<file path="src/rtl/debug_control_pkg.sv">
// Shared debug run-control definitions: dcsr.cause codes, FSM state encoding
// and the captured-PC source select.
package debug_control_pkg;

  localparam int unsigned DEBUG__CAUSE_WIDTH = 3;

  typedef logic [DEBUG__CAUSE_WIDTH-1:0] debug_cause_t;

  localparam debug_cause_t DEBUG__CAUSE_NONE         = 3'd0;
  localparam debug_cause_t DEBUG__CAUSE_EBREAK       = 3'd1;
  localparam debug_cause_t DEBUG__CAUSE_HALTREQ      = 3'd3;
  localparam debug_cause_t DEBUG__CAUSE_STEP         = 3'd4;
  localparam debug_cause_t DEBUG__CAUSE_RESETHALTREQ = 3'd5;

  // 3-bit state encoding, kept as plain constants for older tools.
  typedef logic [2:0] debug_state_t;

  localparam debug_state_t DEBUG__ST_RUN    = 3'd0;
  localparam debug_state_t DEBUG__ST_DRAIN  = 3'd1;
  localparam debug_state_t DEBUG__ST_HALTED = 3'd2;
  localparam debug_state_t DEBUG__ST_RESUME = 3'd3;
  localparam debug_state_t DEBUG__ST_STEP   = 3'd4;

  // Where the PC written to dpc comes from.
  //   PcSelLive       : next_pc_q sampled when the drain completes
  //   PcSelRetire     : retire_pc captured at the event
  //   PcSelRetireNext : retire_next_pc captured at the event
  typedef enum logic [1:0] {
    PcSelLive,
    PcSelRetire,
    PcSelRetireNext
  } debug_pc_sel_e;

  // True while the core is architecturally in Debug Mode.
  function automatic logic debug_state_in_mode(debug_state_t st);
    return (st == DEBUG__ST_HALTED) || (st == DEBUG__ST_RESUME);
  endfunction

endpackage

</file>
<file path="src/rtl/debug_control_if.sv">
// Signals between debug_control, the retire stage, the CSR file and the
// Debug Module. The slave side is debug_control itself.
interface debug_control_if #(
  parameter int unsigned XLEN = 32
);

  // Debug Module requests
  logic            halt_req;
  logic            resume_req;
  // Retire stage
  logic            retire_valid;
  logic [XLEN-1:0] retire_pc;
  logic [XLEN-1:0] retire_next_pc;
  logic            retire_ebreak;
  logic            core_idle;
  // CSR file
  logic            dcsr_ebreakm;
  logic            dcsr_step;
  logic [XLEN-1:0] dpc;

  // Run-control outputs
  logic            debug;
  logic            halted;
  logic            resume_ack;
  logic            stall;
  logic            dpc_we;
  logic [XLEN-1:0] dpc_wdata;
  logic            cause_we;
  logic [2:0]      cause;
  logic            redirect;
  logic [XLEN-1:0] redirect_pc;

  modport master (
    output halt_req, resume_req, retire_valid, retire_pc, retire_next_pc, retire_ebreak,
           core_idle, dcsr_ebreakm, dcsr_step, dpc,
    input  debug, halted, resume_ack, stall, dpc_we, dpc_wdata, cause_we, cause,
           redirect, redirect_pc
  );

  modport slave (
    input  halt_req, resume_req, retire_valid, retire_pc, retire_next_pc, retire_ebreak,
           core_idle, dcsr_ebreakm, dcsr_step, dpc,
    output debug, halted, resume_ack, stall, dpc_we, dpc_wdata, cause_we, cause,
           redirect, redirect_pc
  );

endinterface

</file>
<file path="src/rtl/debug_cause_select.sv">
// Priority encoder for debug entry events. Picks the dcsr.cause value and the
// source of the PC that will later be written to dpc.
module debug_cause_select
  import debug_control_pkg::*;
(
  input  logic          ebreak_evt,
  input  logic          reset_halt_evt,
  input  logic          halt_evt,
  input  logic          step_evt,
  output logic          evt_valid,
  output debug_cause_t  cause,
  output debug_pc_sel_e pc_sel
);

  // ebreak > resethaltreq > haltreq > step
  always_comb begin
    evt_valid = 1'b1;
    cause     = DEBUG__CAUSE_NONE;
    pc_sel    = PcSelLive;
    if (ebreak_evt) begin
      // The ebreak itself is re-executed on resume.
      cause  = DEBUG__CAUSE_EBREAK;
      pc_sel = PcSelRetire;
    end else if (reset_halt_evt) begin
      cause  = DEBUG__CAUSE_RESETHALTREQ;
      pc_sel = PcSelLive;
    end else if (halt_evt) begin
      cause  = DEBUG__CAUSE_HALTREQ;
      pc_sel = PcSelLive;
    end else if (step_evt) begin
      cause  = DEBUG__CAUSE_STEP;
      pc_sel = PcSelRetireNext;
    end else begin
      evt_valid = 1'b0;
    end
  end

endmodule

</file>
<file path="src/rtl/debug_control.sv">
// Debug Mode run-control FSM: drains the core on halt/ebreak/step events,
// writes dpc and dcsr.cause, holds the core halted and performs resumes.
module debug_control
  import debug_control_pkg::*;
#(
  parameter int unsigned XLEN = 32
) (
  input logic         clk,
  input logic         rst_n,
  debug_control_if.slave bus
);

  debug_state_t  state_q, state_d;
  logic [XLEN-1:0] next_pc_q;
  logic            first_q;
  debug_cause_t    cause_q;
  debug_pc_sel_e   pc_sel_q;
  logic [XLEN-1:0] cap_pc_q;

  logic          in_run;
  logic          in_step;
  logic          in_drain;
  logic          ebreak_hit;
  logic          drain_done;
  logic          evt_valid;
  debug_cause_t  sel_cause;
  debug_pc_sel_e sel_pc;

  assign in_run     = (state_q == DEBUG__ST_RUN);
  assign in_step    = (state_q == DEBUG__ST_STEP);
  assign in_drain   = (state_q == DEBUG__ST_DRAIN);
  assign ebreak_hit = bus.retire_valid & bus.retire_ebreak & bus.dcsr_ebreakm;
  assign drain_done = in_drain & bus.core_idle;

  // Entry events are only meaningful while the core is executing (RUN/STEP);
  // the reset-halt variant exists only in the first cycle after reset.
  debug_cause_select u_cause_select (
    .ebreak_evt     ((in_run | in_step) & ebreak_hit),
    .reset_halt_evt (in_run & first_q & bus.halt_req),
    .halt_evt       ((in_run | in_step) & bus.halt_req),
    .step_evt       (in_step & bus.retire_valid),
    .evt_valid      (evt_valid),
    .cause          (sel_cause),
    .pc_sel         (sel_pc)
  );

  // Next-state logic.
  always_comb begin
    state_d = state_q;
    case (state_q)
      DEBUG__ST_RUN,
      DEBUG__ST_STEP: begin
        if (evt_valid) state_d = DEBUG__ST_DRAIN;
      end
      DEBUG__ST_DRAIN: begin
        if (bus.core_idle) state_d = DEBUG__ST_HALTED;
      end
      DEBUG__ST_HALTED: begin
        // A resume while halt_req is still asserted is ignored.
        if (bus.resume_req && !bus.halt_req) state_d = DEBUG__ST_RESUME;
      end
      DEBUG__ST_RESUME: begin
        // dcsr.step only matters here.
        state_d = bus.dcsr_step ? DEBUG__ST_STEP : DEBUG__ST_RUN;
      end
      default: state_d = DEBUG__ST_RUN;
    endcase
  end

  // State, architectural next PC and the pending cause/PC of a debug entry.
  always_ff @(posedge clk) begin
    if (!rst_n) begin
      state_q   <= DEBUG__ST_RUN;
      next_pc_q <= '0;
      first_q   <= 1'b1;
      cause_q   <= DEBUG__CAUSE_NONE;
      pc_sel_q  <= PcSelLive;
      cap_pc_q  <= '0;
    end else begin
      state_q <= state_d;
      first_q <= 1'b0;
      if (bus.retire_valid) begin
        next_pc_q <= bus.retire_next_pc;
      end
      if (evt_valid) begin
        cause_q  <= sel_cause;
        pc_sel_q <= sel_pc;
        cap_pc_q <= (sel_pc == PcSelRetire) ? bus.retire_pc : bus.retire_next_pc;
      end
    end
  end

  // Outputs are decoded from state; the CSR write strobes are also
  // qualified by core_idle so they fire in the cycle the drain completes.
  always_comb begin
    bus.debug       = debug_state_in_mode(state_q);
    bus.halted      = (state_q == DEBUG__ST_HALTED);
    bus.resume_ack  = (state_q == DEBUG__ST_RESUME);
    bus.redirect    = (state_q == DEBUG__ST_RESUME);
    bus.redirect_pc = (state_q == DEBUG__ST_RESUME) ? bus.dpc : '0;
    // In STEP, stall rises with the single retirement so no second
    // instruction slips through before DRAIN is entered.
    bus.stall       = in_drain | (state_q == DEBUG__ST_HALTED) | (in_step & bus.retire_valid);
    bus.dpc_we      = drain_done;
    bus.cause_we    = drain_done;
    bus.cause       = drain_done ? cause_q : DEBUG__CAUSE_NONE;
    bus.dpc_wdata   = '0;
    if (drain_done) begin
      bus.dpc_wdata = (pc_sel_q == PcSelLive) ? next_pc_q : cap_pc_q;
    end
  end

endmodule

</file>
<file path="src/flat_wrapper.sv">
// flat-port wrapper written by rule: the top's interface ports become plain ports
module debug_control_flat import debug_control_pkg::*;
#(
  parameter int unsigned XLEN = 32
)
  (clk, rst_n, bus_halt_req, bus_resume_req, bus_retire_valid, bus_retire_pc, bus_retire_next_pc, bus_retire_ebreak, bus_core_idle, bus_dcsr_ebreakm, bus_dcsr_step, bus_dpc, bus_debug, bus_halted, bus_resume_ack, bus_stall, bus_dpc_we, bus_dpc_wdata, bus_cause_we, bus_cause, bus_redirect, bus_redirect_pc);
  debug_control_if #(.XLEN(XLEN)) bus_i ();
  input logic clk;
  input logic rst_n;
  input wire logic [$bits(bus_i.halt_req)-1:0] bus_halt_req;
  input wire logic [$bits(bus_i.resume_req)-1:0] bus_resume_req;
  input wire logic [$bits(bus_i.retire_valid)-1:0] bus_retire_valid;
  input wire logic [$bits(bus_i.retire_pc)-1:0] bus_retire_pc;
  input wire logic [$bits(bus_i.retire_next_pc)-1:0] bus_retire_next_pc;
  input wire logic [$bits(bus_i.retire_ebreak)-1:0] bus_retire_ebreak;
  input wire logic [$bits(bus_i.core_idle)-1:0] bus_core_idle;
  input wire logic [$bits(bus_i.dcsr_ebreakm)-1:0] bus_dcsr_ebreakm;
  input wire logic [$bits(bus_i.dcsr_step)-1:0] bus_dcsr_step;
  input wire logic [$bits(bus_i.dpc)-1:0] bus_dpc;
  output wire logic [$bits(bus_i.debug)-1:0] bus_debug;
  output wire logic [$bits(bus_i.halted)-1:0] bus_halted;
  output wire logic [$bits(bus_i.resume_ack)-1:0] bus_resume_ack;
  output wire logic [$bits(bus_i.stall)-1:0] bus_stall;
  output wire logic [$bits(bus_i.dpc_we)-1:0] bus_dpc_we;
  output wire logic [$bits(bus_i.dpc_wdata)-1:0] bus_dpc_wdata;
  output wire logic [$bits(bus_i.cause_we)-1:0] bus_cause_we;
  output wire logic [$bits(bus_i.cause)-1:0] bus_cause;
  output wire logic [$bits(bus_i.redirect)-1:0] bus_redirect;
  output wire logic [$bits(bus_i.redirect_pc)-1:0] bus_redirect_pc;
  assign bus_i.halt_req = bus_halt_req;
  assign bus_i.resume_req = bus_resume_req;
  assign bus_i.retire_valid = bus_retire_valid;
  assign bus_i.retire_pc = bus_retire_pc;
  assign bus_i.retire_next_pc = bus_retire_next_pc;
  assign bus_i.retire_ebreak = bus_retire_ebreak;
  assign bus_i.core_idle = bus_core_idle;
  assign bus_i.dcsr_ebreakm = bus_dcsr_ebreakm;
  assign bus_i.dcsr_step = bus_dcsr_step;
  assign bus_i.dpc = bus_dpc;
  assign bus_debug = bus_i.debug;
  assign bus_halted = bus_i.halted;
  assign bus_resume_ack = bus_i.resume_ack;
  assign bus_stall = bus_i.stall;
  assign bus_dpc_we = bus_i.dpc_we;
  assign bus_dpc_wdata = bus_i.dpc_wdata;
  assign bus_cause_we = bus_i.cause_we;
  assign bus_cause = bus_i.cause;
  assign bus_redirect = bus_i.redirect;
  assign bus_redirect_pc = bus_i.redirect_pc;
  debug_control #(.XLEN(XLEN)) u_core (.clk(clk), .rst_n(rst_n), .bus(bus_i));
endmodule
</file>
<file path="config.mk">
export PLATFORM = sky130hd
export DESIGN_NAME = debug_control_flat
export DESIGN_NICKNAME = d
export VERILOG_FILES = /design/src/rtl/debug_control_pkg.sv /design/src/rtl/debug_control_if.sv /design/src/rtl/debug_cause_select.sv /design/src/rtl/debug_control.sv /design/src/flat_wrapper.sv
export SDC_FILE = /design/constraint.sdc
export NUM_CORES = 1
export LEC_CHECK = 0
export ABC_CLOCK_PERIOD_IN_PS = 1400
export BUFFER_PORTS_ARGS = -buffer_cell sky130_fd_sc_hd__buf_4
export CAP_MARGIN = 25
export CORE_MARGIN = 10
export CORE_UTILIZATION = 44
export DETAILED_ROUTE_END_ITERATION = 16
export GPL_TIMING_DRIVEN = 0
export HOLD_SLACK_MARGIN = 0.15
export PLACE_DENSITY_LB_ADDON = 0.12
export SLEW_MARGIN = 20
export SYNTH_ARGS = -nofsm -noshare
export SYNTH_HDL_FRONTEND = slang
export SYNTH_SLANG_ARGS = --single-unit
</file>
<file path="constraint.sdc">
create_clock -name clk -period 1.4 [get_ports clk]
set_input_delay 0.07 -clock clk [delete_from_list [all_inputs] [get_ports clk]]
set_output_delay 0.07 -clock clk [all_outputs]
set_load 0.02 [all_outputs]
</file>
After elaboration in Yosys (flattened, before gate mapping)

Cells that the tools add are included.

Eq/ne operators: 8
Mux-type cells: 23
Bitwise operators: 11
Reductions and logical operators: 7

Operator list:

| operator           | count |
|---|---|
| $mux 32            | 4 |
| $mux 3             | 9 |
| $pmux 3 s4         | 1 |
| $and 1x1->1        | 8 |
| $mux 2             | 4 |
| $eq 3x2->1 const B | 2 |
| $mux 1             | 5 |
| $ne 2x1->1 const B | 2 |
| $eq 3x1->1 const B | 1 |
| $eq 3x3->1 const B | 1 |
| $logic_not 3->1    | 1 |
| $or 1x1->1         | 3 |
| $reduce_and 3->1   | 1 |
| $eq 2x1->1 const B | 1 |
| $logic_not 2->1    | 1 |
| $ne 2x2->1 const B | 1 |
| $reduce_or 2->1    | 1 |
| $logic_and 1x1->1  | 1 |
| $logic_not 1->1    | 1 |
| $logic_or 1x1->1   | 1 |

Register bits after elaboration: 73
Input port bits: 105
Output and inout bits: 74
Logic and storage cells: 55

Depth between registers and ports, before layout

Depth after elaboration: 8
Depth in mapped cells: 6
Gate-level depth less buffers: 4

Cells and area by module

Synthesis repeated with hierarchy kept, for this count alone.

Cells, all modules: 485
Area total of the unflattened synthesis: 3,783.6 um^2

By module, submodules not included:

| module             | times used | cells an instance | area an instance (um^2) | sequential area each (um^2) |
|---|---|---|---|---|
| debug_control      | 1          | 476               | 3,721.1                 | 1,461.4 |
| debug_cause_select | 1          | 9                 | 62.6                    | 0.0 |

Least setup slack after synthesis

Ideal clock, no wire load.

Path kind: flip-flop to output port
From: register u_core.state_q[1]
To: output bus_resume_ack
Arrival: 1.662 ns
Required time: 1.330 ns
Setup slack: -0.332 ns
Stages on the path, launching flop included: 7
Path buffers: 4
Cells stage by stage: dfxtp_1 > buf_2 > nor2b_1 > clkbuf_1 > clkbuf_1 > and2_1 > buf_4

Word-level cells in the longest chain between the ends: 1

RTL lines:

| what                     | line                | RTL |
|---|---|---|
| start: declaration       | debug_control.sv:13 | `debug_state_t state_q, state_d;` |
| start signal: assignment | debug_control.sv:80 | `state_q <= state_d;` |
| $eq 3x2->1               | n/a                 |  |
| end: declaration         | flat_wrapper.sv:22  | `output wire logic [$bits(bus_i.resume_ack)-1:0] bus_resume_ack;` |

Every way passes these cells.

Worst setup path after layout

From: register u_core.state_q[1]
To: output bus_redirect_pc[16]

Word-level cells in the longest chain between the ends: 2

RTL lines:

| what             | line                 | RTL |
|---|---|---|
| $eq 3x2->1       | debug_control.sv:100 | `bus.redirect_pc = (state_q == DEBUG__ST_RESUME) ? bus.dpc : '0;` |
| $mux 32          | debug_control.sv:100 |  |
| end: declaration | flat_wrapper.sv:29   | `output wire logic [$bits(bus_i.redirect_pc)-1:0] bus_redirect_pc;` |

Every way passes these cells.

==> reports/qor.csv <==
stage,metric,value,unit
global_routing,wire length of the first global-routing pass,30800,um
sta,period utilization,132,%
global_routing,number of antenna violations at the first check in global routing,0,
placement,port bufs,177,
detailed_routing,overall via count from detail_route,5941,
global_routing,maximum number of pins on one net before global-route repair,14,
worst_setup_path,maximum net fanout on the critical path,5,
logic_synthesis,adder and majority gate portion of the synthesized area,0,%
floorplanning,Die X,118,um
sta,final-report max-slew violation count,0,
pwr,Leakage,3.49,nW
floorplanning,Chip Height,118,um
sta,Worst-Margin Slew,0.651,ns
logic_synthesis,Synth Instances,508,
floorplanning,starting density of the core,45.6,%
sta,worst clock skew on the final layout,0.0137,ns
detailed_routing,Avg Vias per Cell,6.31,
floorplanning,overall die area,14000,sq um
worst_setup_path,endpoint class of the critical path,primary output,
global_routing,Total GRT Usage,26.4,%
floorplanning,total I/O pin count,179,
logic_synthesis,total nets after synthesis,613,
sta,final critical delay including setup and external delays,1.85,ns
logic_synthesis,mux share of post-synthesis cell area,7.54,%
clock_tree,clock network latency to the later pin of the worst-skew pair,0.38,ns
logic_synthesis,ys async rst share,0,%
sta,count of final hold-check violations,0,
pwr,power density cells,790,nW/um^2
sta,f_max,0.540,GHz
worst_setup_path,worst path arrival time,1.78,ns
logic_synthesis,register bit count reported by yosys,73,
logic_synthesis,complex-gate fraction of the synthesized area,25.0,%
logic_synthesis,simple-gate share of the synthesized area,25.4,%
sta,Worst Hold Slack,0.202,ns
worst_setup_path,category of the worst setup path launch point,flop,
detailed_routing,first-iteration detailed-routing DRC count,653,
global_routing,overall overflow remaining after global route,0,
sta,setup repair after global routing missed its margin,true,
clock_tree,CTS tree,yes,
job,count of max-cap constraint violations,0,
clock_tree,Inserted Clock Buffers,9,
finish,synthesis-to-layout area growth,99.3,%
logic_synthesis,average instance area after synthesis,8.37,sq um
logic_synthesis,library cell with the largest summed area after synthesis,dfxtp_1,
logic_synthesis,combinational family with the most area after synthesis,simple AND/OR/NAND/NOR gates,
placement,final weighted congestion in routability-driven placement,0.824,
floorplanning,count of standard-cell rows,35,
logic_synthesis,distinct cell type count of the synthesized netlist,38,
clock_tree,level count of the clock H-tree,3,
logic_synthesis,synthesis warning total,0,
sta,number of setup violations in the final report,113,
sta,summed negative setup slack over all endpoints,-33.52,ns
detailed_routing,Routed WL per cell,25.0,um
logic_synthesis,number of flops mapped to enable cells by yosys,0,
detailed_routing,count of antenna-violating nets left after detailed routing,0,
clock_tree,cell at the root of the clock tree,clkbuf_8,
floorplanning,core box area,9330,sq um
logic_synthesis,leading post-synthesis cells by cell area,"dfxtp_1 34%, a2bb2oi_2 11%, mux2i_1 7.5%",
pwr,Worst IR Drop VDD,0.555,mV
finish,fraction of layout cells with a size suffix above 1,50.4,%
worst_setup_path,data required time of the worst path,1.33,ns
logic_synthesis,share of the synthesized area in the top cell type,34.4,%
run_status,run status,"finished, violations left",
logic_synthesis,top flip-flop cell by instance count after synthesis,dfxtp_1,
sta,smallest setup slack after layout,-0.453,ns
global_routing,number of global-route vias before repair,5890,
run_status,failing checks,negative setup slack,
clock_tree,clock slew at reported path FFs,0.08,ns
detailed_routing,detailed-router iteration count before antenna repair,5,
clock_tree,clock sinks,73,
detailed_routing,aggregate routed wire length,23500,um
logic_synthesis,cell area after synthesis,4250,sq um
logic_synthesis,xor-xnor portion of the synthesized cell area,0.206,%
min_path,Hold/Removal Path Class,in -> reg,
finish,NumNets Final,911,
worst_setup_path,critical setup path kind,reg -> out,
logic_synthesis,sequential fraction of the synthesis area,34.4,%
sta,Slew HR,56.6,%
detailed_routing,Post-route DRC,0,
placement,sum of net half-perimeters after detailed placement,12400,um
clock_tree,maximum root-to-sink buffer count,2,
==> synth_stat cells (all sizes together) (2+ instances only) <==
master and instances:
mux2i 32, nor2b 2, and3 33, nor2 35
nand2 66, clkbuf 43, nor3 32, nand2b 2
inv 2, a2bb2oi 31, a221o 31, nand4 31
a21oi 39, and2 4, dfxtp 73, or2 3
buf 23, o21ai 6, nand3 5, a211oi 3
==> cell families (layout without fill, tap and decap cells) <==
logic type,count (synthesis),after routing
and+or+nand+nor,217,218
AOI/OAI and AO/OA,116,116
DFF,73,73
buffers and inverters,69,371
muxes,32,32
xor gates and xnor gates,1,1
other,0,1
==> worst max-delay path, cell delays in order (launching register included) <==
cell and delay, ns:
dfxtp_2 0.35, buf_4 0.11, buf_6 0.10, nor2b_4 0.22, buf_6 0.15, clkbuf_16 0.13
and3_1 0.19, buf_4 0.16
==> area by class of cell <==
| class | count | area [sq um] |
|---|---|---|
| inverter | 3 | 11.3 |
| sequential | 73 | 1470 |
| clock inverter | 6 | 43.8 |
| buffer | 62 | 601 |
| fill | 380 | 856 |
| antenna | 1 | 2.50 |
| clock buffer | 10 | 128 |
| multi-input combinational | 367 | 3110 |
| tap | 129 | 161 |
| timing repair buffer | 290 | 2950 |
==> stage by stage <==
stage               power, mW  cell area [sq um]  utilization, %  cells  setup WS, ns
floorplan                3.47               4610               -    508       -0.0456
global placement         3.99               6100            65.4    814        -0.312
detailed placement       4.04               6100            65.4    814        -0.325
CTS                      6.08               7720            82.8    923        -0.396
global route             6.82               8470            90.8    940        -0.505
finish                   6.69               8470            90.8    941        -0.453
==> timing repair <==
action / in CTS / in global routing
pin swaps: 6 / 47
gates resized for setup: 122 / 141
setup endpoints to repair: 112 / 127
setup buffers: 22 / 11
gates cloned: 7 / 8
hold endpoints to repair: 70 / 0
hold buffers: 67 / 0
==> metal layers <==
| metal | part of all wire, % | track usage, % | vias to the layer above |
|---|---|---|---|
| li1 | - | - | 2470 |
| met1 | 35 | 29.1 | 2838 |
| met2 | 50 | 46.5 | 503 |
| met3 | 10 | 7.57 | 130 |
| met4 | 4.7 | 10.6 | 0 |
| met5 | 0 | 0 | - |
==> placed cells by master, fill, tap and decap left out, types with 9 or more instances in the layout <==
cell type | synthesis | layout
dfxtp_1 | 73 | 70
buf_8 | 0 | 9
dlygate4sd3_1 | 0 | 66
nor3_1 | 31 | 29
a2bb2oi_2 | 30 | 31
and3_4 | 0 | 30
a221o_1 | 31 | 31
nor2_1 | 35 | 32
buf_4 | 2 | 129
clkbuf_8 | 0 | 15
mux2i_1 | 32 | 32
clkbuf_1 | 43 | 12
nand4_1 | 31 | 31
nand2_1 | 66 | 65
a21oi_4 | 0 | 32
buf_12 | 0 | 10
clkbuf_16 | 0 | 12
buf_6 | 5 | 85
==> path summary, 6_finish.rpt <==
| kind | slack, ns | cells past startpoint | to | startpoint |
|---|---|---|---|---|
| worst max-delay path | -0.45 | 7 | bus_redirect_pc[16] | u_core.state_q[1]$_SDFFE_PN0P_ |
| worst min-delay path | 0.20 | 3 | u_core.cap_pc_q[0]$_SDFFE_PN0P_ | rst_n |
| worst max register to register | -0.26 | 9 | u_core.state_q[1]$_SDFFE_PN0P_ | u_core.state_q[1]$_SDFFE_PN0P_ |
| worst min register to register | 0.51 | 2 | u_core.next_pc_q[2]$_SDFFE_PN0P_ | u_core.next_pc_q[2]$_SDFFE_PN0P_ |
==> state kept, by name, indices dropped and copies added, names as in the netlist <==
| register | cells |
|---|---|
| u_core.cause_q | 3 |
| u_core.pc_sel_q | 2 |
| u_core.cap_pc_q | 32 |
| u_core.first_q | 1 |
| u_core.state_q | 3 |
| u_core.next_pc_q | 32 |
==> report_power, final <==
part | switching [mW] | leakage [nW] | total, mW | internal [mW]
clock network | 0.967 | 0.0749 | 1.61 | 0.648
logic | 1.22 | 2.81 | 2.68 | 1.45
registers | 0.142 | 0.604 | 2.40 | 2.26
total | 2.33 | 3.49 | 6.69 | 4.36
No activity file was read; power rests on OpenSTA's default activity.
